**src/rtl/lsb_queue_v2_if.sv**
```systemverilog
// Memory-side request/response bus of the load/store buffer.
// The buffer is the master; the memory controller is the slave.
interface lsb_queue_v2_if;
  logic        mem_req;
  logic        mem_we;
  logic [31:0] mem_addr;
  logic [2:0]  mem_len;
  logic [31:0] mem_wdata;
  logic        mem_done;
  logic [31:0] mem_rdata;

  modport master (
    output mem_req, mem_we, mem_addr, mem_len, mem_wdata,
    input  mem_done, mem_rdata
  );

  modport slave (
    input  mem_req, mem_we, mem_addr, mem_len, mem_wdata,
    output mem_done, mem_rdata
  );
endinterface

```
**src/rtl/lsb_queue_v2.sv**
```systemverilog
// Program-ordered load/store buffer: speculative non-I/O loads, committed-only
// stores and ROB-head I/O loads, issued one at a time from the queue head.
module lsb_queue_v2 #(
  parameter int unsigned DEPTH   = 16,
  parameter int unsigned TAG_W   = 4,
  parameter logic [31:0] IO_BASE = 32'h30000
) (
  input  logic             clk,
  input  logic             rst,
  input  logic             clear,
  output logic             alloc_ready,
  input  logic             alloc_en,
  input  logic             alloc_store,
  input  logic [2:0]       alloc_funct3,
  input  logic [31:0]      alloc_base,
  input  logic [31:0]      alloc_imm,
  input  logic [31:0]      alloc_sdata,
  input  logic [TAG_W-1:0] alloc_tag,
  input  logic             commit_en,
  input  logic [TAG_W-1:0] commit_tag,
  input  logic             rob_head_valid,
  input  logic [TAG_W-1:0] rob_head_tag,
  lsb_queue_v2_if.master   mem,
  output logic             cdb_en,
  output logic [TAG_W-1:0] cdb_tag,
  output logic [31:0]      cdb_data
);
  localparam int unsigned IDX_W = $clog2(DEPTH);
  localparam int unsigned PTR_W = IDX_W + 1;

  typedef enum logic [1:0] {IDLE, BUSY, DRAIN} state_e;

  state_e             state_q, state_d;
  logic [PTR_W-1:0]   head_q, head_d, tail_q, tail_d;
  logic [31:0]        addr_q   [DEPTH], addr_d   [DEPTH];
  logic [31:0]        sdata_q  [DEPTH], sdata_d  [DEPTH];
  logic [2:0]         funct3_q [DEPTH], funct3_d [DEPTH];
  logic [TAG_W-1:0]   tag_q    [DEPTH], tag_d    [DEPTH];
  logic [DEPTH-1:0]   store_q, store_d, io_q, io_d, committed_q, committed_d;

  logic               mem_req_q, mem_req_d, mem_we_q, mem_we_d;
  logic [31:0]        mem_addr_q, mem_addr_d, mem_wdata_q, mem_wdata_d;
  logic [2:0]         mem_len_q, mem_len_d;
  logic               cdb_en_q, cdb_en_d;
  logic [TAG_W-1:0]   cdb_tag_q, cdb_tag_d;
  logic [31:0]        cdb_data_q, cdb_data_d;

  logic [PTR_W-1:0]   count, keep;
  logic [IDX_W-1:0]   head_idx, tail_idx, off, idx;
  logic [31:0]        alloc_addr;
  logic               h_store, h_io, h_committed, eligible, run;
  logic [2:0]         h_funct3;
  logic [TAG_W-1:0]   h_tag;

  function automatic logic [31:0] load_ext(input logic [2:0] f3, input logic [31:0] d);
    case (f3)
      3'b000:  load_ext = {{24{d[7]}}, d[7:0]};
      3'b001:  load_ext = {{16{d[15]}}, d[15:0]};
      3'b100:  load_ext = {24'b0, d[7:0]};
      3'b101:  load_ext = {16'b0, d[15:0]};
      default: load_ext = d;
    endcase
  endfunction

  function automatic logic [31:0] store_data(input logic [1:0] sz, input logic [31:0] d);
    case (sz)
      2'b00:   store_data = {24'b0, d[7:0]};
      2'b01:   store_data = {16'b0, d[15:0]};
      default: store_data = d;
    endcase
  endfunction

  always_comb begin
    state_d     = state_q;
    head_d      = head_q;
    tail_d      = tail_q;
    addr_d      = addr_q;
    sdata_d     = sdata_q;
    funct3_d    = funct3_q;
    tag_d       = tag_q;
    store_d     = store_q;
    io_d        = io_q;
    committed_d = committed_q;
    mem_req_d   = mem_req_q;
    mem_we_d    = mem_we_q;
    mem_addr_d  = mem_addr_q;
    mem_len_d   = mem_len_q;
    mem_wdata_d = mem_wdata_q;
    cdb_en_d    = 1'b0;
    cdb_tag_d   = cdb_tag_q;
    cdb_data_d  = cdb_data_q;
    keep        = '0;
    run         = 1'b1;

    count       = tail_q - head_q;
    alloc_ready = (count < PTR_W'(DEPTH)) && !clear;
    head_idx    = head_q[IDX_W-1:0];
    tail_idx    = tail_q[IDX_W-1:0];
    alloc_addr  = alloc_base + alloc_imm;

    for (int unsigned i = 0; i < DEPTH; i++) begin
      off = IDX_W'(i) - head_idx;
      if (commit_en && ({1'b0, off} < count) && store_q[i] && (tag_q[i] == commit_tag))
        committed_d[i] = 1'b1;
    end

    if (alloc_en && alloc_ready) begin
      addr_d[tail_idx]      = alloc_addr;
      sdata_d[tail_idx]     = alloc_sdata;
      funct3_d[tail_idx]    = alloc_funct3;
      tag_d[tail_idx]       = alloc_tag;
      store_d[tail_idx]     = alloc_store;
      io_d[tail_idx]        = alloc_addr >= IO_BASE;
      committed_d[tail_idx] = 1'b0;
      tail_d                = tail_q + 1'b1;
    end

    h_store     = store_q[head_idx];
    h_io        = io_q[head_idx];
    h_committed = committed_q[head_idx];
    h_funct3    = funct3_q[head_idx];
    h_tag       = tag_q[head_idx];
    eligible    = (count != '0) &&
                  ((!h_store && !h_io) || (h_store && h_committed) ||
                   (!h_store && h_io && rob_head_valid && (rob_head_tag == h_tag)));

    case (state_q)
      IDLE: begin
        if (eligible && !clear) begin
          mem_req_d   = 1'b1;
          mem_we_d    = h_store;
          mem_addr_d  = addr_q[head_idx];
          mem_len_d   = (h_funct3[1:0] == 2'b00) ? 3'd1 : (h_funct3[1:0] == 2'b01) ? 3'd2 : 3'd4;
          mem_wdata_d = store_data(h_funct3[1:0], sdata_q[head_idx]);
          state_d     = BUSY;
        end
      end
      BUSY: begin
        if (mem.mem_done) begin
          mem_req_d = 1'b0;
          state_d   = IDLE;
          // A load completing under clear is discarded; the clear drops its slot.
          if (!clear || h_store) head_d = head_q + 1'b1;
          if (!h_store && !clear) begin
            cdb_en_d   = 1'b1;
            cdb_tag_d  = h_tag;
            cdb_data_d = load_ext(h_funct3, mem.mem_rdata);
          end
        end else if (clear && !h_store) begin
          state_d = DRAIN;
        end
      end
      DRAIN: begin
        if (mem.mem_done) begin
          mem_req_d = 1'b0;
          state_d   = IDLE;
        end
      end
      default: state_d = IDLE;
    endcase

    // Committed stores form a head prefix; measure it after this cycle's commit.
    if (clear) begin
      for (int unsigned j = 0; j < DEPTH; j++) begin
        idx = head_idx + IDX_W'(j);
        if (run && (PTR_W'(j) < count) && committed_d[idx]) keep = keep + 1'b1;
        else run = 1'b0;
      end
      tail_d = head_q + keep;
    end
  end

  always_ff @(posedge clk) begin
    if (rst) begin
      state_q     <= IDLE;
      head_q      <= '0;
      tail_q      <= '0;
      committed_q <= '0;
      mem_req_q   <= 1'b0;
      mem_we_q    <= 1'b0;
      mem_addr_q  <= '0;
      mem_len_q   <= '0;
      mem_wdata_q <= '0;
      cdb_en_q    <= 1'b0;
      cdb_tag_q   <= '0;
      cdb_data_q  <= '0;
    end else begin
      state_q     <= state_d;
      head_q      <= head_d;
      tail_q      <= tail_d;
      committed_q <= committed_d;
      mem_req_q   <= mem_req_d;
      mem_we_q    <= mem_we_d;
      mem_addr_q  <= mem_addr_d;
      mem_len_q   <= mem_len_d;
      mem_wdata_q <= mem_wdata_d;
      cdb_en_q    <= cdb_en_d;
      cdb_tag_q   <= cdb_tag_d;
      cdb_data_q  <= cdb_data_d;
    end
    addr_q   <= addr_d;
    sdata_q  <= sdata_d;
    funct3_q <= funct3_d;
    tag_q    <= tag_d;
    store_q  <= store_d;
    io_q     <= io_d;
  end

  assign mem.mem_req   = mem_req_q;
  assign mem.mem_we    = mem_we_q;
  assign mem.mem_addr  = mem_addr_q;
  assign mem.mem_len   = mem_len_q;
  assign mem.mem_wdata = mem_wdata_q;
  assign cdb_en        = cdb_en_q;
  assign cdb_tag       = cdb_tag_q;
  assign cdb_data      = cdb_data_q;
endmodule

```
**src/flat_wrapper.sv**
```systemverilog
// flat-port wrapper written by rule: the top's interface ports become plain ports
module lsb_queue_v2_flat 
#(
  parameter int unsigned DEPTH   = 16,
  parameter int unsigned TAG_W   = 4,
  parameter logic [31:0] IO_BASE = 32'h30000
)
  (clk, rst, clear, alloc_ready, alloc_en, alloc_store, alloc_funct3, alloc_base, alloc_imm, alloc_sdata, alloc_tag, commit_en, commit_tag, rob_head_valid, rob_head_tag, cdb_en, cdb_tag, cdb_data, mem_mem_req, mem_mem_we, mem_mem_addr, mem_mem_len, mem_mem_wdata, mem_mem_done, mem_mem_rdata);
  lsb_queue_v2_if mem_i ();
  input  logic clk;
  input  logic rst;
  input  logic clear;
  output logic alloc_ready;
  input  logic alloc_en;
  input  logic alloc_store;
  input  logic [2:0] alloc_funct3;
  input  logic [31:0] alloc_base;
  input  logic [31:0] alloc_imm;
  input  logic [31:0] alloc_sdata;
  input  logic [TAG_W-1:0] alloc_tag;
  input  logic commit_en;
  input  logic [TAG_W-1:0] commit_tag;
  input  logic rob_head_valid;
  input  logic [TAG_W-1:0] rob_head_tag;
  output logic cdb_en;
  output logic [TAG_W-1:0] cdb_tag;
  output logic [31:0] cdb_data;
  output wire logic [$bits(mem_i.mem_req)-1:0] mem_mem_req;
  output wire logic [$bits(mem_i.mem_we)-1:0] mem_mem_we;
  output wire logic [$bits(mem_i.mem_addr)-1:0] mem_mem_addr;
  output wire logic [$bits(mem_i.mem_len)-1:0] mem_mem_len;
  output wire logic [$bits(mem_i.mem_wdata)-1:0] mem_mem_wdata;
  input wire logic [$bits(mem_i.mem_done)-1:0] mem_mem_done;
  input wire logic [$bits(mem_i.mem_rdata)-1:0] mem_mem_rdata;
  assign mem_mem_req = mem_i.mem_req;
  assign mem_mem_we = mem_i.mem_we;
  assign mem_mem_addr = mem_i.mem_addr;
  assign mem_mem_len = mem_i.mem_len;
  assign mem_mem_wdata = mem_i.mem_wdata;
  assign mem_i.mem_done = mem_mem_done;
  assign mem_i.mem_rdata = mem_mem_rdata;
  lsb_queue_v2 #(.DEPTH(DEPTH), .TAG_W(TAG_W), .IO_BASE(IO_BASE)) u_core (.clk(clk), .rst(rst), .clear(clear), .alloc_ready(alloc_ready), .alloc_en(alloc_en), .alloc_store(alloc_store), .alloc_funct3(alloc_funct3), .alloc_base(alloc_base), .alloc_imm(alloc_imm), .alloc_sdata(alloc_sdata), .alloc_tag(alloc_tag), .commit_en(commit_en), .commit_tag(commit_tag), .rob_head_valid(rob_head_valid), .rob_head_tag(rob_head_tag), .mem(mem_i), .cdb_en(cdb_en), .cdb_tag(cdb_tag), .cdb_data(cdb_data));
endmodule
```
**config.mk**
```make
export PLATFORM = sky130hd
export DESIGN_NAME = lsb_queue_v2_flat
export DESIGN_NICKNAME = d
export VERILOG_FILES = /design/src/rtl/lsb_queue_v2_if.sv /design/src/rtl/lsb_queue_v2.sv /design/src/flat_wrapper.sv
export SDC_FILE = /design/constraint.sdc
export NUM_CORES = 1
export LEC_CHECK = 0
export CAP_MARGIN = 20
export CORE_MARGIN = 1
export CORE_UTILIZATION = 55
export CTS_CLUSTER_DIAMETER = 100
export DETAILED_ROUTE_END_ITERATION = 12
export PLACE_DENSITY = 0.81
export SLEW_MARGIN = 20
export SYNTH_ARGS = -nofsm -noshare
export SYNTH_HDL_FRONTEND = slang
export SYNTH_SLANG_ARGS = --single-unit
```
**constraint.sdc**
```tcl
create_clock -name clk -period 31.3 [get_ports clk]
set_input_delay 7.825 -clock clk [delete_from_list [all_inputs] [get_ports clk]]
set_output_delay 7.825 -clock clk [all_outputs]
set_load 0.02 [all_outputs]
```
==> results by group <==
Outcome
  – Run status: completed

Clock network
  – CTS Hold Bufs: 0
  – H-tree levels: 3
  – Latest clock arrival within the worst-skew pair: 730 ps
  – CTS tree: yes
  – CTS sink cnt: 1302
  – Clk pin slew, worst setup/hold paths: 70 ps
  – Clk root buf: clkbuf_16
  – Postcts setup bufs: 0
  – Total CTS buffers: 121
  – CTS max path bufs: 3
  – Post_cts resized: 0

GRT
  – Gr usage total: 28.4%
  – GRT Max-Usage Layer: met2
  – Met1 Use GR: 37.1%
  – Gr ovfl total: 0
  – First-pass GRT wire length: 211000 um
  – Vias in the first global route: 31700
  – Met2 Use GR: 47.7%
  – GR Layer Usage met3: 5.19%
  – Largest net degree at the start of global routing: 160
  – Initial antenna violation count: 8

Final layout
  – Layout cells sized above 1: 20.4%
  – Design area: 0.0635 mm^2
  – Fillcell total: 6431
  – Commonest non-fill, non-tap cell in the layout: edfxtp_1
  – Register area: 0.0378 mm^2
  – Layout net count: 3560
  – Area grow syn2layout: 14.9%
  – Most frequent cells in the layout: edfxtp_1, mux4_2, clkdlybuf4s50_1
  – Area of the multi-input gates: 0.0168 mm^2
  – Final Util: 64.1%

Logic synthesis
  – Syn_nets: 3280
  – Syn avg cell area: 18.1 um^2
  – Synthesis Warnings: 0
  – Ys async rst share: 0%
  – Primary FF master, synth: edfxtp_1
  – Post-synth EDFFs: 1168
  – Synth Instances: 3052
  – Mapped cell area: 0.0552 mm^2
  – Sequential share of the synthesized area: 68.3%
  – Seq cells post-synth: 1302
  – Post-synth cell types: 97

Floorplanning
  – Core Area: 0.0990 mm^2
  – Row count: 115
  – Width of the die: 319 um
  – Die height: 319 um
  – Ports: 258
  – Initial Util: 55.8%
  – Die Area: 0.102 mm^2

Timing
  – Final Hold Fails: 0
  – RSZ-0062 raised after global routing: no
  – Worst-margin pin slew: 1170 ps
  – Final total negative setup slack: 0 ps
  – Pins Over Slew Limit: 0
  – Final Setup Violations: 0
  – Period utilisation layout: 71.0%
  – Max-slew headroom: 22.3%
  – Setup Skew: 42.7 ps
  – Final min period: 22230 ps
  – Max Freq: 45.0 MHz

Route
  – Final wirelength: 144000 um
  – DRT antenna net count: 0
  – DRC Markers: 0
  – Pre-Repair DR Iteration Count: 5
  – Vias: 31300
  – Routed WL per cell: 30.4 um
  – DR iter-0 viols: 3534
  – Vias per inst: 6.62

Placement
  – Final HPWL DP: 76100 um
  – Placed cell area: 0.0594 mm^2
  – IO Port Bufs: 257
  – GP Congestion: 0.918

Critical path
  – Max incr delay on CP: 1130 ps
  – Worst Path Buf+Inv: 4
  – Worst Path Arrival: 22870 ps
  – CP top delay family: compound AO/OA/AOI/OAI gates
  – CP dominant cell by count: ha_1
  – Worst path slowest cell: clkdlybuf4s50_1
  – Critical path launch point type: input pin
  – Crit-path max FO: 16
  – Req. time, crit path: 31940 ps
  – Kind of critical path: input pin to register
  – Crit end category: register

Power and ir drop
  – Pwr Density: 58.7 mW/mm^2
  – Leak pwr: 20.4 nW
  – Final Power: 3.73 mW
  – VDD IR max: 0.0483 mV

Worst hold path
  – Worst min-delay path class: register to register

Flow run
  – Maxcap violations: 0
-- state kept, by name, indices dropped and copies added (netlist names), 16 cells and up --
| signal | count |
|---|---|
| u_core.funct3_q | 48 |
| u_core.tag_q | 64 |
| u_core.cdb_data | 32 |
| u_core.mem.mem_addr | 32 |
| u_core.store_q | 16 |
| u_core.addr_q | 512 |
| u_core.sdata_q | 512 |
| u_core.io_q | 16 |
| u_core.mem.mem_wdata | 32 |
| u_core.committed_q | 16 |
-- final cells by class --
cell class | instances | area share [%]
repair buffers | 313 | 4.77
inverters | 65 | 0.408
diodes | 7 | 0.0276
multi-input cells | 1529 | 26.4
clock inverters | 75 | 1.30
clock buffers | 153 | 5.01
well taps | 1287 | 2.54
flip-flops and latches | 1302 | 59.5
-- report_power, final --
| part | switching [mW] | internal (mW) |
|---|---|---|
| registers | 0.00947 | 1.94 |
| logic | 0.169 | 0.109 |
| clock network | 0.659 | 0.838 |
| total | 0.838 | 2.89 |
-- Yosys cell counts (all sizes together), types with 17 or more instances --
cell type     n  share of area (%)
a211oi       40               0.54
a21oi        75               0.71
and3         17               0.21
buf          60               0.47
clkbuf       96               0.65
dfxtp       134                4.9
edfxtp     1168                 63
ha           74                1.7
inv          64               0.43
mux2i        82                1.5
mux4        384                 16
nand2       114               0.77
nand3        32               0.29
nor2        218                1.5
nor3         38               0.34
o21ai        41               0.37
xnor2        88                1.4
xor2         64                1.0
-- path summary, 6_finish.rpt --
kind | start | endpoint | slack, ps | depth (start not counted)
worst min-delay path | u_core.mem.mem_req | u_core.mem.mem_req | 480 | 2
worst max-delay path | commit_tag[0] | u_core.tail_q[4] | 9070 | 59
worst max register to register | u_core.head_q[1] | u_core.tail_q[4] | 14940 | 62
worst min register to register | u_core.mem.mem_req | u_core.mem.mem_req | 480 | 2
-- per-stage QoR --
stage | cells | hold slack, ps | setup slack, ps
after floorplan | 3052 | 501 | 4700
after global placement | 4494 | 456 | 9080
after detailed placement | 4494 | 472 | 8660
after CTS | 4722 | 483 | 9300
after global routing | 4729 | 509 | 8080
final | 4731 | 479 | 9070
-- metal layers --
metal	wire, um	vias up	part of all wire (%)
met2	72400	2051	50
met5	22	-	0.015
met1	53100	16100	37
met4	5160	4	3.6
met3	13000	327	9.0
li1	-	12900	-
-- worst min-delay path, delay by kind of cell, from the launching register on --
family         cells  cell delay, ps
AO/OA/AOI/OAI      2             120
flip-flops         1             310
-- cells by family (layout without fill, tap and decap cells) --
group           after synthesis  count (layout)  share of synthesized area, %
simple gates                516             516                          4.35
flops                      1302            1302                          68.3
fa+ha+maj                    88              88                          1.99
buf+inv                     221             606                          1.56
compound gates              291             291                          3.70
xor+xnor                    158             158                          2.69
other cells                   0               7                             0
mux                         476             476                          17.4
Note: power is estimated with default switching activity, not from simulation.
